**src/rtl/mascota_necesidades_pkg.sv**
```systemverilog
// Shared FSM encoding and width helper for the pet need manager.
package mascota_necesidades_pkg;

  typedef enum logic [1:0] {
    REPOSO      = 2'd0,
    PRESIONANDO = 2'd1,
    SERVIR      = 2'd2
  } estado_t;

  // Bits needed for a counter that must be able to hold the value v itself.
  function automatic int ancho_cnt(input int v);
    return $clog2(v + 1);
  endfunction

endpackage

```
**src/rtl/mascota_necesidades_canal.sv**
```systemverilog
// One need channel: button-hold FSM, hold counter and saturating level register.
module mascota_necesidades_canal
  import mascota_necesidades_pkg::*;
#(
  parameter int ANCHO_NIVEL   = 2,
  parameter int SEG_PULSACION = 5
) (
  input  logic                   clk,
  input  logic                   reset,
  input  logic                   boton,
  input  logic                   tick,
  input  logic                   decae,
  input  logic                   reinicio,
  output logic [ANCHO_NIVEL-1:0] nivel,
  output logic                   activo
);

  localparam logic [ANCHO_NIVEL-1:0] NIVEL_MAX = '1;
  localparam int                     HW        = ancho_cnt(SEG_PULSACION);
  localparam logic [HW-1:0]          HOLD_ULT  = HW'(SEG_PULSACION - 1);

  estado_t          estado;
  logic [HW-1:0]    cuenta;
  logic             bloqueo;
  logic             sirve;

  function automatic logic [ANCHO_NIVEL-1:0] sat_inc(input logic [ANCHO_NIVEL-1:0] x);
    return (x == NIVEL_MAX) ? x : x + 1'b1;
  endfunction

  function automatic logic [ANCHO_NIVEL-1:0] sat_dec(input logic [ANCHO_NIVEL-1:0] x);
    return (x == '0) ? x : x - 1'b1;
  endfunction

  // The tick that completes the hold is the serve event; it also beats a coincident decay.
  always_comb begin
    sirve = (estado == PRESIONANDO) && boton && tick && (cuenta == HOLD_ULT);
  end

  always_ff @(posedge clk or negedge reset) begin
    if (!reset) begin
      estado  <= REPOSO;
      cuenta  <= '0;
      nivel   <= NIVEL_MAX;
      activo  <= 1'b0;
      bloqueo <= 1'b0;
    end else if (reinicio) begin
      estado  <= REPOSO;
      cuenta  <= '0;
      nivel   <= NIVEL_MAX;
      activo  <= 1'b0;
      bloqueo <= boton;
    end else begin
      if (!boton) bloqueo <= 1'b0;
      case (estado)
        REPOSO: begin
          if (boton && !bloqueo) begin
            estado <= PRESIONANDO;
            cuenta <= '0;
          end
        end
        PRESIONANDO: begin
          if (!boton) begin
            estado <= REPOSO;
          end else if (sirve) begin
            estado <= SERVIR;
            activo <= 1'b1;
          end else if (tick) begin
            cuenta <= cuenta + 1'b1;
          end
        end
        SERVIR: begin
          if (!boton) begin
            estado <= REPOSO;
            activo <= 1'b0;
          end
        end
        default: estado <= REPOSO;
      endcase
      if (sirve) begin
        nivel <= sat_inc(nivel);
      end else if (decae && (estado != SERVIR)) begin
        nivel <= sat_dec(nivel);
      end
    end
  end

endmodule

```
**src/rtl/mascota_necesidades.sv**
```systemverilog
// N-channel need manager: input synchronizers, 1 s prescaler, decay timer, long-press general reset.
module mascota_necesidades
  import mascota_necesidades_pkg::*;
#(
  parameter int N_CANALES       = 2,
  parameter int ANCHO_NIVEL     = 2,
  parameter int CICLOS_SEG      = 50_000_000,
  parameter int SEG_PULSACION   = 5,
  parameter int SEG_DECAIMIENTO = 10,
  parameter int SEG_RESET       = 5
) (
  input  logic                             clk,
  input  logic                             reset,
  input  logic [N_CANALES-1:0]             botones,
  input  logic                             boton_reset,
  output logic [N_CANALES*ANCHO_NIVEL-1:0] niveles,
  output logic [N_CANALES-1:0]             activo,
  output logic [N_CANALES-1:0]             alerta,
  output logic                             pulso_reset
);

  localparam int PW = ancho_cnt(CICLOS_SEG);
  localparam int DW = ancho_cnt(SEG_DECAIMIENTO);
  localparam int RW = ancho_cnt(SEG_RESET);

  logic [N_CANALES:0] sync_p0, sync_p1;
  logic [PW-1:0]      cnt_pre;
  logic [DW-1:0]      cnt_dec;
  logic [RW-1:0]      cnt_rst;
  estado_t            est_rst;
  logic               tick, decae, disparo, brst;

  assign brst  = sync_p1[N_CANALES];
  assign tick  = (cnt_pre == PW'(CICLOS_SEG - 1));
  assign decae = tick && (cnt_dec == DW'(SEG_DECAIMIENTO - 1));

  // Stage p0/p1: two-flop synchronizer, bit N_CANALES carries boton_reset.
  always_ff @(posedge clk or negedge reset) begin
    if (!reset) begin
      sync_p0 <= '0;
      sync_p1 <= '0;
    end else begin
      sync_p0 <= {boton_reset, botones};
      sync_p1 <= sync_p0;
    end
  end

  always_ff @(posedge clk or negedge reset) begin
    if (!reset) begin
      cnt_pre <= '0;
      cnt_dec <= '0;
    end else if (disparo) begin
      cnt_pre <= '0;
      cnt_dec <= '0;
    end else begin
      cnt_pre <= tick ? '0 : cnt_pre + 1'b1;
      if (decae)     cnt_dec <= '0;
      else if (tick) cnt_dec <= cnt_dec + 1'b1;
    end
  end

  // SERVIR here means "fired, waiting for release" so a long hold yields a single reset.
  always_ff @(posedge clk or negedge reset) begin
    if (!reset) begin
      est_rst     <= REPOSO;
      cnt_rst     <= '0;
      disparo     <= 1'b0;
      pulso_reset <= 1'b0;
    end else begin
      disparo     <= 1'b0;
      pulso_reset <= disparo;
      case (est_rst)
        REPOSO: begin
          if (brst) begin
            est_rst <= PRESIONANDO;
            cnt_rst <= '0;
          end
        end
        PRESIONANDO: begin
          if (!brst) begin
            est_rst <= REPOSO;
          end else if (tick) begin
            cnt_rst <= cnt_rst + 1'b1;
            if (cnt_rst == RW'(SEG_RESET - 1)) begin
              est_rst <= SERVIR;
              disparo <= 1'b1;
            end
          end
        end
        SERVIR: begin
          if (!brst) est_rst <= REPOSO;
        end
        default: est_rst <= REPOSO;
      endcase
    end
  end

  for (genvar g = 0; g < N_CANALES; g++) begin : g_canal
    mascota_necesidades_canal #(
      .ANCHO_NIVEL  (ANCHO_NIVEL),
      .SEG_PULSACION(SEG_PULSACION)
    ) u_canal (
      .clk     (clk),
      .reset   (reset),
      .boton   (sync_p1[g]),
      .tick    (tick),
      .decae   (decae),
      .reinicio(disparo),
      .nivel   (niveles[g*ANCHO_NIVEL +: ANCHO_NIVEL]),
      .activo  (activo[g])
    );
    assign alerta[g] = (niveles[g*ANCHO_NIVEL +: ANCHO_NIVEL] == '0);
  end

endmodule

```
**config.mk**
```make
export PLATFORM = sky130hd
export DESIGN_NAME = mascota_necesidades
export DESIGN_NICKNAME = d
export VERILOG_FILES = /design/src/rtl/mascota_necesidades_pkg.sv /design/src/rtl/mascota_necesidades_canal.sv /design/src/rtl/mascota_necesidades.sv
export SDC_FILE = /design/constraint.sdc
export NUM_CORES = 1
export LEC_CHECK = 0
export ABC_CLOCK_PERIOD_IN_PS = 2100
export BUFFER_PORTS_ARGS = -buffer_cell sky130_fd_sc_hd__buf_4
export CAP_MARGIN = 15
export CORE_ASPECT_RATIO = 1.75
export CORE_MARGIN = 2
export CORE_UTILIZATION = 50
export DETAILED_ROUTE_END_ITERATION = 8
export HOLD_SLACK_MARGIN = 0.03
export PLACE_DENSITY = 0.66
export SKIP_CTS_REPAIR_TIMING = 1
export SYNTH_ARGS = -nofsm -noshare
export SYNTH_HDL_FRONTEND = slang
export SYNTH_SLANG_ARGS = --single-unit
```
**constraint.sdc**
```tcl
create_clock -name clk -period 2.1 [get_ports clk]
set_clock_uncertainty 0.2 [all_clocks]
set_input_delay 0.105 -clock clk [delete_from_list [all_inputs] [get_ports clk]]
set_output_delay 0.105 -clock clk [all_outputs]
set_load 0.05 [all_outputs]
```
# == Word-level counts from Yosys, hierarchy flattened ==
# Index checks and enable logic that the tools add are counted.
# word_totals
regBits,61
inputBits,5
word_cells,169
# classes
addsub,9
eq_ne,41
n_mux,65
reduce_logical,36
# op_table
op,n
$mux W26,2
$mux W2,25
$mux W3,13
$ne A3 B3 Y1 const B,10
$add A26 B1 Y26 const B,1
$eq A26 B26 Y1 const B,1
$reduce_bool A3 Y1,7
$ne A3 B2 Y1 const B,6
$pmux W2 S3,3
$pmux W3 S2,3
$reduce_and A4 Y1,4
$mux W1,14
$mux W4,3
$reduce_and A3 Y1,4
$logic_and A1 B1 Y1,11
$eq A2 B2 Y1 const B,5
$logic_not A2 Y1,5
$ne A2 B2 Y1 const B,5
$reduce_and A5 Y1,2
$add A3 B1 Y3 const B,3
$eq A3 B3 Y1 const B,3
$ne A4 B3 Y1 const B,2
$eq A2 B1 Y1 const B,3
$ne A2 B1 Y1 const B,3
other kinds (8),13

# == Logic depth before layout (Yosys ltp) ==
# depth
ltp_word,8
mapped_depth,9

# == Modules after synthesis ==
# A second synthesis with hierarchy kept.
# unflattened
hier_cells,322
hier_area_um2,3180.6
# modules_own_cells
module,n_inst,cells_per_inst,area_per_inst_um2,seq_area_each_um2
mascota_necesidades,1,222,2193.4,1076.0
mascota_necesidades_canal (g_canal[1].u_canal),1,50,494.2,227.7
mascota_necesidades_canal (g_canal[0].u_canal),1,50,493.0,227.7

# == Worst setup path before layout ==
# No wires, ideal clock.
# synth_path
path_type,flip-flop to flip-flop
start,reg cnt_pre[0]
end,reg cnt_dec[2]
arrival_time_ps,1994
required_time_ps,1822
slack_ps,-172
path_stages_with_launch,8
path_buffers,1
cell_sequence,dfrtp_1 -> ha_1 -> nand4_2 -> or2_0 -> buf_2 -> or3_4 -> or4_1 -> a21oi_1
# synth_via
elab_chain_len,4
# synth_rtl
element,line_no,text
start: declaration,mascota_necesidades.sv:27,logic [PW-1:0] cnt_pre;
start signal: assignment,mascota_necesidades.sv:56,cnt_pre <= tick ? '0 : cnt_pre + 1'b1;
$eq A26 B26 Y1 (*),mascota_necesidades.sv:34,assign tick = (cnt_pre == PW'(CICLOS_SEG - 1));
$logic_and A1 B1 Y1,mascota_necesidades.sv:35,assign decae = tick && (cnt_dec == DW'(SEG_DECAIMIENTO - 1));
$mux W4,mascota_necesidades.sv:57,if (decae) cnt_dec <= '0;
$mux W4,mascota_necesidades.sv:52,end else if (disparo) begin
end signal: assignment,mascota_necesidades.sv:58,else if (tick) cnt_dec <= cnt_dec + 1'b1;
end: declaration,mascota_necesidades.sv:28,logic [DW-1:0] cnt_dec;
# Every way passes the cells marked *; elsewhere a longest branch is shown, timed or not.
# A chain may end at the register's enable or synchronous reset.

# == Worst setup path after layout ==
# layout_path
start,reg cnt_pre[1]
end,reg cnt_dec[2]
# The elaborated chain is that of the path after synthesis.

==> flow_metrics.env <==
export IMPL_synth_edff_count=0
export IMPL_critPathKind="reg -> reg"
export IMPL_overflow=0
export IMPL_clk_pin_slew_ns=0.07
export IMPL_yosysTopAreaCell="dfrtp_1"
export IMPL_hold_viol=0
export IMPL_synth_top_area_share_pct=46.55
export IMPL_post_synth_top_count_cell="dfrtp_1"
export IMPL_drv_slew=0
export IMPL_postSynthCellCount=318
export IMPL_drt_wl_total_mm=7.093
export IMPL_synth_distinct_cells=49
export IMPL_yosys_top_cells_count="57 x dfrtp_1, 37 x nor2_1, 31 x nand2_1"
export IMPL_grt_pass1_vias=2586
export IMPL_grt_pass1_wl_mm=11.45
export IMPL_status="finished with violations"
export IMPL_syn_area_per_cell_um2=9.636
export IMPL_required_ns=2.18
export IMPL_gp_congestion=0.8305
export IMPL_synth_nets=332
export IMPL_die_h_um=107.6
export IMPL_grt_antenna_before_repair=0
export IMPL_power_density_mw_per_mm2=570.6
export IMPL_via_count=2549
export IMPL_drv_cap=0
export IMPL_ys_warnings_count=0
export IMPL_firstDrtPassIters=4
export IMPL_cts_tree="built"
export IMPL_chipWidth_um=63.18
export IMPL_synth_ff_type="dfrtp_1"
export IMPL_cts_buffers_inserted=9
export IMPL_ir_worst_vdd_mv=0.4711
export IMPL_io_buffers=13
export IMPL_start_util_pct=52.12
export IMPL_worst_hold_path_type="reg -> reg"
export IMPL_finalSetupViolations=21
export IMPL_htree_levels=3
export IMPL_dpl_instance_area_mm2=0.003566
export IMPL_ant_nets=0
export IMPL_holdWs_ns=0.1476
export IMPL_crit_path_end_kind="register"
export IMPL_slew_headroom_pct=48.63
export IMPL_vias_per_cell=5.435
export IMPL_dp_hpwl_mm=4.620
export IMPL_stdcell_area_mm2=0.003978
export IMPL_cts_buffer_depth=2
export IMPL_synth_async_reset_ratio_pct=100.0
export IMPL_finalCriticalPeriod_ns=2.214
export IMPL_tns_ns=-0.5611
export IMPL_grt_usage_pct=21.89
export IMPL_cp_start_kind="register"
export IMPL_syn_cell_area_mm2=0.003064
export IMPL_synth_area_leaders="dfrtp_1 47%, nor2_1 4.5%, xor2_1 4.0%, nand2_1 3.8%, ha_1 3.7%"
export IMPL_crit_arrival_ns=2.30
export IMPL_yosysSeqAreaShare_pct=49.98
export IMPL_num_io_pins=14
export IMPL_highest_signal_layer="met4"
export IMPL_ys_ff_latch=61
export IMPL_die_area_mm2=0.006795
export IMPL_core_area_mm2=0.005879
export IMPL_grt_start_max_net_pins=62
export IMPL_rsz0062_at_grt="yes"
export IMPL_max_freq_mhz=451.6
export IMPL_setup_ws_ns=-0.1144
export IMPL_route_met2_wl_mm=4.064
export IMPL_m1WireLength_mm=2.672
export IMPL_wl_per_cell_um=15.12
export IMPL_total_power_w=0.002270
export IMPL_dr_wl_met3_um=179
export IMPL_clock_sinks=61
export IMPL_rows=37
export IMPL_p_leak_nw=1.822
export IMPL_drtIter0Drc=120
export IMPL_root_buffer="clkbuf_8"
export IMPL_route_detailed_drc=0
export IMPL_diodes=0
export IMPL_clkLatencyLatePin_ns=0.35
export IMPL_dpl_cell_count=443
export IMPL_fin_cells=469
export IMPL_fin_crit_sh_pct=105.4
export IMPL_area_growth_pct=29.81
export IMPL_layout_drive_gt1_share_pct=26.60
export IMPL_cp_max_fo=7
export IMPL_max_slew_worst_pin_slew_ns=0.7706
export IMPL_fin_nets=400
export IMPL_violations="setup timing"
area by class of cell:
class / instances / area [um^2]
clock buffers: 14 / 152.6
inverters: 13 / 48.80
repair buffers: 67 / 571.8
clock inverters: 2 / 35.03
flip-flops and latches: 61 / 1531
multi-input cells: 234 / 1540
well taps: 78 / 97.59
fillers: 483 / 1902
cell families (layout without fill, tap and decap cells):
group / after synthesis / count (layout) / synth area share [%]
buf+inv: 23 / 96 / 3.471
simple gates: 154 / 154 / 26.79
fa+ha+maj: 9 / 9 / 3.675
compound gates: 47 / 47 / 9.106
flops: 61 / 61 / 49.98
xor+xnor: 21 / 21 / 6.003
mux: 3 / 3 / 0.9800
path summary, 6_finish.rpt:
| kind | depth (start not counted) | slack, ns | start | endpoint |
|---|---|---|---|---|
| max | 6 | -0.11 | cnt_pre[1] | cnt_dec[2] |
| min | 0 | 0.15 | sync_p0[1] | sync_p1[1] |
| max reg2reg | 6 | -0.11 | cnt_pre[1] | cnt_dec[2] |
| max in group asynchronous | 2 | 1.03 | reset | cnt_pre[9] |
| min reg2reg | 0 | 0.15 | sync_p0[1] | sync_p1[1] |
| min in group asynchronous | 2 | 0.16 | reset | g_canal[0].u_canal.cuenta[1] |
cell usage in the layout, fill, tap and decap left out, drive strengths merged, types with 2 or more instances in the layout:
| cell | count |
|---|---|
| buf | 61 |
| inv | 13 |
| nor2 | 37 |
| mux2i | 3 |
| dfstp | 4 |
| and4 | 3 |
| o21ai | 14 |
| nand2 | 31 |
| dfrtp | 57 |
| a31oi | 2 |
| xnor2 | 7 |
| or2 | 5 |
| nor2b | 4 |
| nor4 | 6 |
| nand3 | 18 |
| nand4 | 11 |
| nand4b | 3 |
| or4 | 2 |
| ha | 9 |
| and3 | 10 |
| o31ai | 2 |
| nor3 | 5 |
| or3 | 7 |
| nand2b | 5 |
| nor4bb | 3 |
| xor2 | 14 |
| dlygate4sd3 | 4 |
| a21oi | 18 |
| clkbuf | 16 |
| o21a | 3 |
critical path: stages (launching register included):
cell	delay, ns
dfrtp_1	0.40
ha_4	0.17
nand4_4	0.07
or2_0	0.25
or3_4	0.44
or4_4	0.50
a21oi_2	0.12
sequential cells by signal (all words and copies together) (netlist names):
signal and flops:
sync_p0 3, cnt_dec 4, disparo 1, g_canal.u_canal.activo 2, pulso_reset 1, est_rst 2
g_canal.u_canal.estado 4, g_canal.u_canal.bloqueo 2, cnt_pre 26, cnt_rst 3, g_canal.u_canal.nivel 4, g_canal.u_canal.cuenta 6
sync_p1 3
routing by layer:
| layer | GRT usage (%) | up-vias |
|---|---|---|
| li1 | - | 1247 |
| met1 | 22.78 | 1255 |
| met2 | 41.26 | 32 |
| met3 | 4.707 | 15 |
| met4 | 9.938 | 0 |
| met5 | 0 | - |
power breakdown:
group | internal, W | switching [W]
Clock | 0.000580 | 0.000441
Combinational | 0.0000189 | 0.0000371
Sequential | 0.00118 | 0.00000777
stage by stage:
stage | utilization (%) | setup slack, ns
floorplan | - | -0.09996
CTS | 63.84 | -0.1681
detailed placement | 60.65 | -0.1347
global placement | 60.65 | -0.09733
global route | 67.65 | -0.1631
finish | 67.65 | -0.1144
(Power assumes the default switching activity.)
